**src/rtl/vc_pkg.sv**
```systemverilog
// Shared definitions for the virtual-channel pop scheduler: mode selectors,
// FSM state encoding and a pointer-width helper.
package vc_pkg;

    localparam int MODE_PARALLEL = 0;
    localparam int MODE_RR       = 1;

    typedef enum logic [1:0] {
        ST_RUN    = 2'd0,
        ST_PAUSED = 2'd1,
        ST_RESUME = 2'd2
    } state_e;

    // Width of an index into n channels; a single channel still gets one bit.
    function automatic int ptr_width(input int n);
        return (n > 1) ? $clog2(n) : 1;
    endfunction

endpackage

```
**src/rtl/vc_rr_arbiter.sv**
```systemverilog
// Combinational round-robin arbiter: grants the first requester at or above
// ptr, wrapping modulo NUM_VC. gnt is suppressed when en is low, but gnt_idx
// and any still report what would have been granted.
module vc_rr_arbiter
    import vc_pkg::*;
#(
    parameter int NUM_VC = 2,
    localparam int PTR_W = ptr_width(NUM_VC)
) (
    input  logic [NUM_VC-1:0] req,
    input  logic [PTR_W-1:0]  ptr,
    input  logic              en,
    output logic [NUM_VC-1:0] gnt,
    output logic [PTR_W-1:0]  gnt_idx,
    output logic              any
);

    int   idx;
    logic found;

    // Scan upward from ptr and latch onto the first requesting channel.
    always_comb begin
        // NOTE: every output gets a default before the loop, so no path leaves a
        // variable unassigned and no latch is inferred; blocking '=' is correct
        // here because later statements must see the earlier updates.
        gnt     = '0;
        gnt_idx = ptr;
        found   = 1'b0;
        idx     = 0;
        any     = |req;
        for (int k = 0; k < NUM_VC; k++) begin
            idx = (int'(ptr) + k) % NUM_VC;
            if (!found && req[idx]) begin
                found   = 1'b1;
                gnt_idx = PTR_W'(idx);
            end
        end
        if (en && any) begin
            gnt[gnt_idx] = 1'b1;
        end
    end

endmodule

```
**src/rtl/vc_pop_scheduler.sv**
```systemverilog
// Drains NUM_VC virtual-channel FIFOs: combinational pop strobes, registered
// valid strobes aligned with FIFO read data, global pause with a resume
// hold-off, parallel or round-robin pop policy, saturating debug counters.
module vc_pop_scheduler
    import vc_pkg::*;
#(
    parameter int NUM_VC     = 2,
    parameter int NUM_DEST   = 2,
    parameter int MODE       = MODE_PARALLEL,
    parameter int RESUME_DLY = 2,
    parameter int CNT_W      = 16
) (
    input  logic                    clk,
    input  logic                    reset_L,
    input  logic [NUM_VC-1:0]       vc_empty,
    input  logic [NUM_DEST-1:0]     pause_d,
    input  logic                    enable,
    input  logic                    clr_counts,
    output logic [NUM_VC-1:0]       pop_vc,
    output logic [NUM_VC-1:0]       valid_vc,
    output logic                    paused,
    output logic [NUM_VC*CNT_W-1:0] pop_count
);

    localparam int PTR_W = ptr_width(NUM_VC);
    localparam int DLY_W = (RESUME_DLY > 1) ? $clog2(RESUME_DLY) : 1;
    localparam logic [DLY_W-1:0] DLY_LOAD =
        (RESUME_DLY > 0) ? DLY_W'(RESUME_DLY - 1) : '0;

    state_e              state_q;
    logic [DLY_W-1:0]    hold_q;
    logic                pause_any;
    logic                allow;
    logic [NUM_VC-1:0]   pop;
    logic [NUM_VC-1:0]   valid_q;
    logic [CNT_W-1:0]    cnt_q [NUM_VC];
    logic [CNT_W-1:0]    cnt_d [NUM_VC];

    // Pause blocks pops in the cycle it rises; reset_L gates pops off directly
    // because the state already reads RUN while reset is held.
    assign pause_any = |pause_d;
    assign allow     = reset_L & enable & (state_q == ST_RUN) & ~pause_any;
    assign paused    = (state_q != ST_RUN);
    assign pop_vc    = pop;
    assign valid_vc  = valid_q;

    // Pause / resume hold-off FSM; runs regardless of enable.
    always_ff @(posedge clk or negedge reset_L) begin
        // NOTE: sequential state uses non-blocking '<=' so every flop samples
        // pre-edge values and simulation matches the synthesized registers.
        if (!reset_L) begin
            state_q <= ST_RUN;
            hold_q  <= '0;
        end else begin
            case (state_q)
                ST_RUN: begin
                    if (pause_any) state_q <= ST_PAUSED;
                end
                ST_PAUSED: begin
                    if (!pause_any) begin
                        if (RESUME_DLY == 0) begin
                            state_q <= ST_RUN;
                        end else begin
                            state_q <= ST_RESUME;
                            hold_q  <= DLY_LOAD;
                        end
                    end
                end
                ST_RESUME: begin
                    if (pause_any)         state_q <= ST_PAUSED;
                    else if (hold_q == '0) state_q <= ST_RUN;
                    else                   hold_q  <= hold_q - 1'b1;
                end
                default: state_q <= ST_RUN;
            endcase
        end
    end

    if (MODE == MODE_RR && NUM_VC > 1) begin : g_rr
        logic [PTR_W-1:0]  rr_ptr_q;
        logic [PTR_W-1:0]  rr_ptr_d;
        logic [NUM_VC-1:0] gnt;
        logic [PTR_W-1:0]  gnt_idx;
        logic              any;

        vc_rr_arbiter #(.NUM_VC(NUM_VC)) u_arb (
            .req     (~vc_empty),
            .ptr     (rr_ptr_q),
            .en      (allow),
            .gnt     (gnt),
            .gnt_idx (gnt_idx),
            .any     (any)
        );

        assign pop = gnt;

        // Advance the pointer past the granted channel only when a pop happens.
        always_comb begin
            rr_ptr_d = rr_ptr_q;
            if (allow && any) begin
                rr_ptr_d = (gnt_idx == PTR_W'(NUM_VC - 1)) ? '0 : gnt_idx + 1'b1;
            end
        end

        // Round-robin pointer register.
        always_ff @(posedge clk or negedge reset_L) begin
            if (!reset_L) rr_ptr_q <= '0;
            else          rr_ptr_q <= rr_ptr_d;
        end
    end else begin : g_par
        assign pop = {NUM_VC{allow}} & ~vc_empty;
    end

    // Saturating per-channel counters; clear wins over increment.
    always_comb begin
        for (int i = 0; i < NUM_VC; i++) begin
            cnt_d[i] = cnt_q[i];
            if (clr_counts) begin
                cnt_d[i] = '0;
            end else if (pop[i] && (cnt_q[i] != '1)) begin
                cnt_d[i] = cnt_q[i] + 1'b1;
            end
        end
    end

    // Valid strobes and counter registers.
    always_ff @(posedge clk or negedge reset_L) begin
        // NOTE: the counter array is ordinary flops read by software, so it is
        // reset explicitly rather than left as uninitialized storage.
        if (!reset_L) begin
            valid_q <= '0;
            for (int i = 0; i < NUM_VC; i++) cnt_q[i] <= '0;
        end else begin
            valid_q <= pop;
            for (int i = 0; i < NUM_VC; i++) cnt_q[i] <= cnt_d[i];
        end
    end

    for (genvar i = 0; i < NUM_VC; i++) begin : g_flat
        assign pop_count[i*CNT_W +: CNT_W] = cnt_q[i];
    end

endmodule

```
**config.mk**
```make
export PLATFORM = sky130hd
export DESIGN_NAME = vc_pop_scheduler
export DESIGN_NICKNAME = d
export VERILOG_FILES = /design/src/rtl/vc_pkg.sv /design/src/rtl/vc_rr_arbiter.sv /design/src/rtl/vc_pop_scheduler.sv
export SDC_FILE = /design/constraint.sdc
export NUM_CORES = 1
export LEC_CHECK = 0
export CAP_MARGIN = 10
export CORE_ASPECT_RATIO = 0.9
export CORE_MARGIN = 2
export CORE_UTILIZATION = 55
export CTS_CLUSTER_DIAMETER = 120
export CTS_CLUSTER_SIZE = 14
export DETAILED_ROUTE_END_ITERATION = 7
export PLACE_DENSITY = 0.82
export SYNTH_ARGS = -nofsm -noshare
export SYNTH_HDL_FRONTEND = slang
export SYNTH_SLANG_ARGS = --single-unit
```
**constraint.sdc**
```tcl
create_clock -name clk -period 4.2 [get_ports clk]
set_clock_uncertainty 0.05 [all_clocks]
set_input_delay 1.26 -clock clk [delete_from_list [all_inputs] [get_ports clk]]
set_output_delay 1.26 -clock clk [all_outputs]
set_load 0.05 [all_outputs]
```
==> impl_metrics.tcl <==
set metrics [dict create \
    netSwitchingPower_mw 0.149 \
    totalPowerFinal_mw 0.653 \
    path_clk_slew_ps 60 \
    numCtsBuffers 5 \
    antenna_found_initial 0 \
    muxShareOfSynthArea_pct 4.20 \
    finalCriticalPeriod_ps 3990 \
    yosysWarnings 0 \
    final_common_cell "clkdlybuf4s50_1" \
    worstSetupStartpointType "input pin" \
    fp.dieArea_um2 4360 \
    p_comb_share_pct 6.2 \
    hold_viol_final 0 \
    core_area_um2 3700 \
    cts_hold_buf 0 \
    stdcell_area_um2 2700 \
    htreeDepth 2 \
    clk-insertion-delay-late_ps 290 \
    initial_core_util_pct 57.1 \
    drc 0 \
    cts-root-buf "clkbuf_8" \
    synth_edf_count 0 \
    die-width_um 69.4 \
    internal-power_mw 0.504 \
    layout-drive-gt1-share_pct 9.85 \
    rows 21 \
    ys_async_sr_fraction_pct 100 \
    synth_seq_area_share_pct 43.7 \
    peakVddDrop_mv 0.204 \
    grt_first_pass_wirelength_um 8450 \
    vias 1997 \
    synth_ff_type "dfrtp_1" \
    routed_wl_um 5000 \
    synth_cell_types 40 \
    p_leak_nw 1.01 \
    cts_tree "built" \
    fmax_mhz 251 \
    grt_pass1_vias 1820 \
    synthAdderAreaFrac_pct 1.18 \
    hold_class "reg -> reg" \
    ios 45 \
    cts.sinks 37 \
    synth_top_family_by_area "simple AND/OR/NAND/NOR gates" \
    nets 284 \
    synth-simple-area-share_pct 31.6 \
    syn_inst 230 \
    swShare_pct 22.8 \
    max_cap_viol_count 0 \
    path_max_fanout 4 \
    fillers 299 \
    portBuffers 44 \
    cts_setup_buffers 0 \
    ant_nets 0 \
    end_kind "output port" \
    p_per_area_nw_per_um2 242 \
    cts_buffer_depth 2 \
    setup-tns-final_ps 0 \
    detailedRoute.firstPassIterationCount 4 \
    finalCritPeriodShare_pct 94.9 \
    mappedNetlistNets 240 \
    num_antenna_cells 0 \
    maxSlewHeadroom_pct 31.7 \
    dpl.hpwl_um 3470 \
    syn_to_final_growth_pct 27.7 \
    synthXorXnorAreaFrac_pct 0 \
    layout_common_cells "clkdlybuf4s50_1 (41), dfrtp_1 (37), a21oi_1 (22), nand2_1 (16), o31ai_1 (13)" \
    avgRoutedWirePerCell_um 15.6 \
    p_seq_share_pct 55.3 \
    cts_resized 0 \
    grt_usage_pct 23.9 \
    finalWeightedCongestion 0.788 \
    grt_max_degree 38 \
    synth-seq-cells 37 \
    overflow 0 \
    arrival_ps 2680 \
    placed_area_um2 2620 \
    rsz0062_at_grt "no" \
    p_clk_share_pct 38.5 \
    critPathKind "in -> out" \
    setup_viol 0 \
    syn_avg_cell_area_um2 9.20 \
    synth_area_um2 2120 \
    status "finished clean" \
    synth-compound-area-share_pct 15.9 \
    cp_data_required_time_ps 2890 \
    worst_slew_pin_slew_ps 1020 \
    drt_iter0_markers 147 \
    viasPerCell 6.24 \
    fin_util_pct 73.0 \
    drv_slew 0 \
    die_h_um 62.9 \
]
==> path summary, 6_finish.rpt <==
check,from,to,slack (ps),cells past startpoint
setup reg to reg,state_q[0]$_DFFE_PN0P_,pop_count[9]$_DFFE_PN0P_,1870,4
hold reg to reg,hold_q$_DFFE_PN0P_,hold_q$_DFFE_PN0P_,460,2
max in group asynchronous,reset_L,state_q[0]$_DFFE_PN0P_,2760,2
min in group asynchronous,reset_L,pop_count[11]$_DFFE_PN0P_,1020,2
setup / recovery,pause_d[1],pop_vc[1],210,5
hold / removal,hold_q$_DFFE_PN0P_,hold_q$_DFFE_PN0P_,460,2
==> synthesized netlist by cell type (2+ instances only) <==
cell type  number  area, um2
dfrtp_1        37        926
or3_1           6       37.5
mux2_1          2       22.5
o31a_1          2       17.5
and4_1          3       26.3
nand2_1        16       60.1
nor4_1         11       68.8
o31ai_1        13       97.6
inv_1           6       22.5
o41ai_1         2       17.5
or4_4           2       22.5
a21oi_1        22        110
o21ai_0         9       45.0
and3_1          4       25.0
mux2_2          5       56.3
or4_1          12       90.1
nand3_1        11       55.1
ha_1            2       25.0
nor3_1          4       20.0
or2_2           4       25.0
nand3b_1        3       22.5
nor2_1         12       45.0
nor4bb_1        2       20.0
nand4_1         9       56.3
nor2b_1         8       50.1
clkbuf_1        9       33.8
==> cell type report <==
class,instances,area [um2],area share (%)
timing repair buffer,48,485,18.0
inverter,6,22.5,0.833
sequential,37,926,34.2
clock buffer,7,86.3,3.19
tap,46,57.6,2.13
multi-input combinational,176,1130,41.6
==> metal layers <==
| metal | track usage [%] | vias to the layer above | routed length, um | part of all wire [%] |
|---|---|---|---|---|
| met4 | 8.82 | 0 | 37 | 0.74 |
| met5 | 0 | - | 0 | 0 |
| met1 | 31.4 | 974 | 2330 | 47 |
| li1 | - | 973 | - | - |
| met3 | 4.35 | 5 | 254 | 5.1 |
| met2 | 39.5 | 45 | 2370 | 47 |
==> flip-flops by register name, indices dropped and copies added (netlist names) <==
name,cells
hold_q,1
pop_count,32
valid_vc,2
state_q,2
==> worst max-delay path: stages <==
cell and delay (ps):
clkdlybuf4s50_1 460, nor3_1 430, nand2_1 160, inv_1 200, buf_12 160
==> metrics by stage <==
stage                     hold WS [ps]  cells  setup slack [ps]
final                              459    320               214
after CTS                          465    320               232
after detailed placement           451    313               233
after floorplan                    413    230               600
after global routing               503    320               148
after global placement             441    313               315
==> power groups by stage <==
stage                     sequential, mW  combinational, mW  clock (mW)
after floorplan                    0.368             0.0185           0
after global placement             0.368             0.0409           0
after detailed placement           0.368             0.0415           0
after CTS                          0.361             0.0413       0.253
after global routing               0.361             0.0453       0.270
final                              0.361             0.0407       0.251
==> logic make-up after synthesis <==
family | Yosys count
AOI/OAI and AO/OA | 54
DFF | 37
buffers and inverters | 17
muxes | 8
adders and majority gates | 2
and+or+nand+nor | 112
Power figures use the tool's default switching activity.
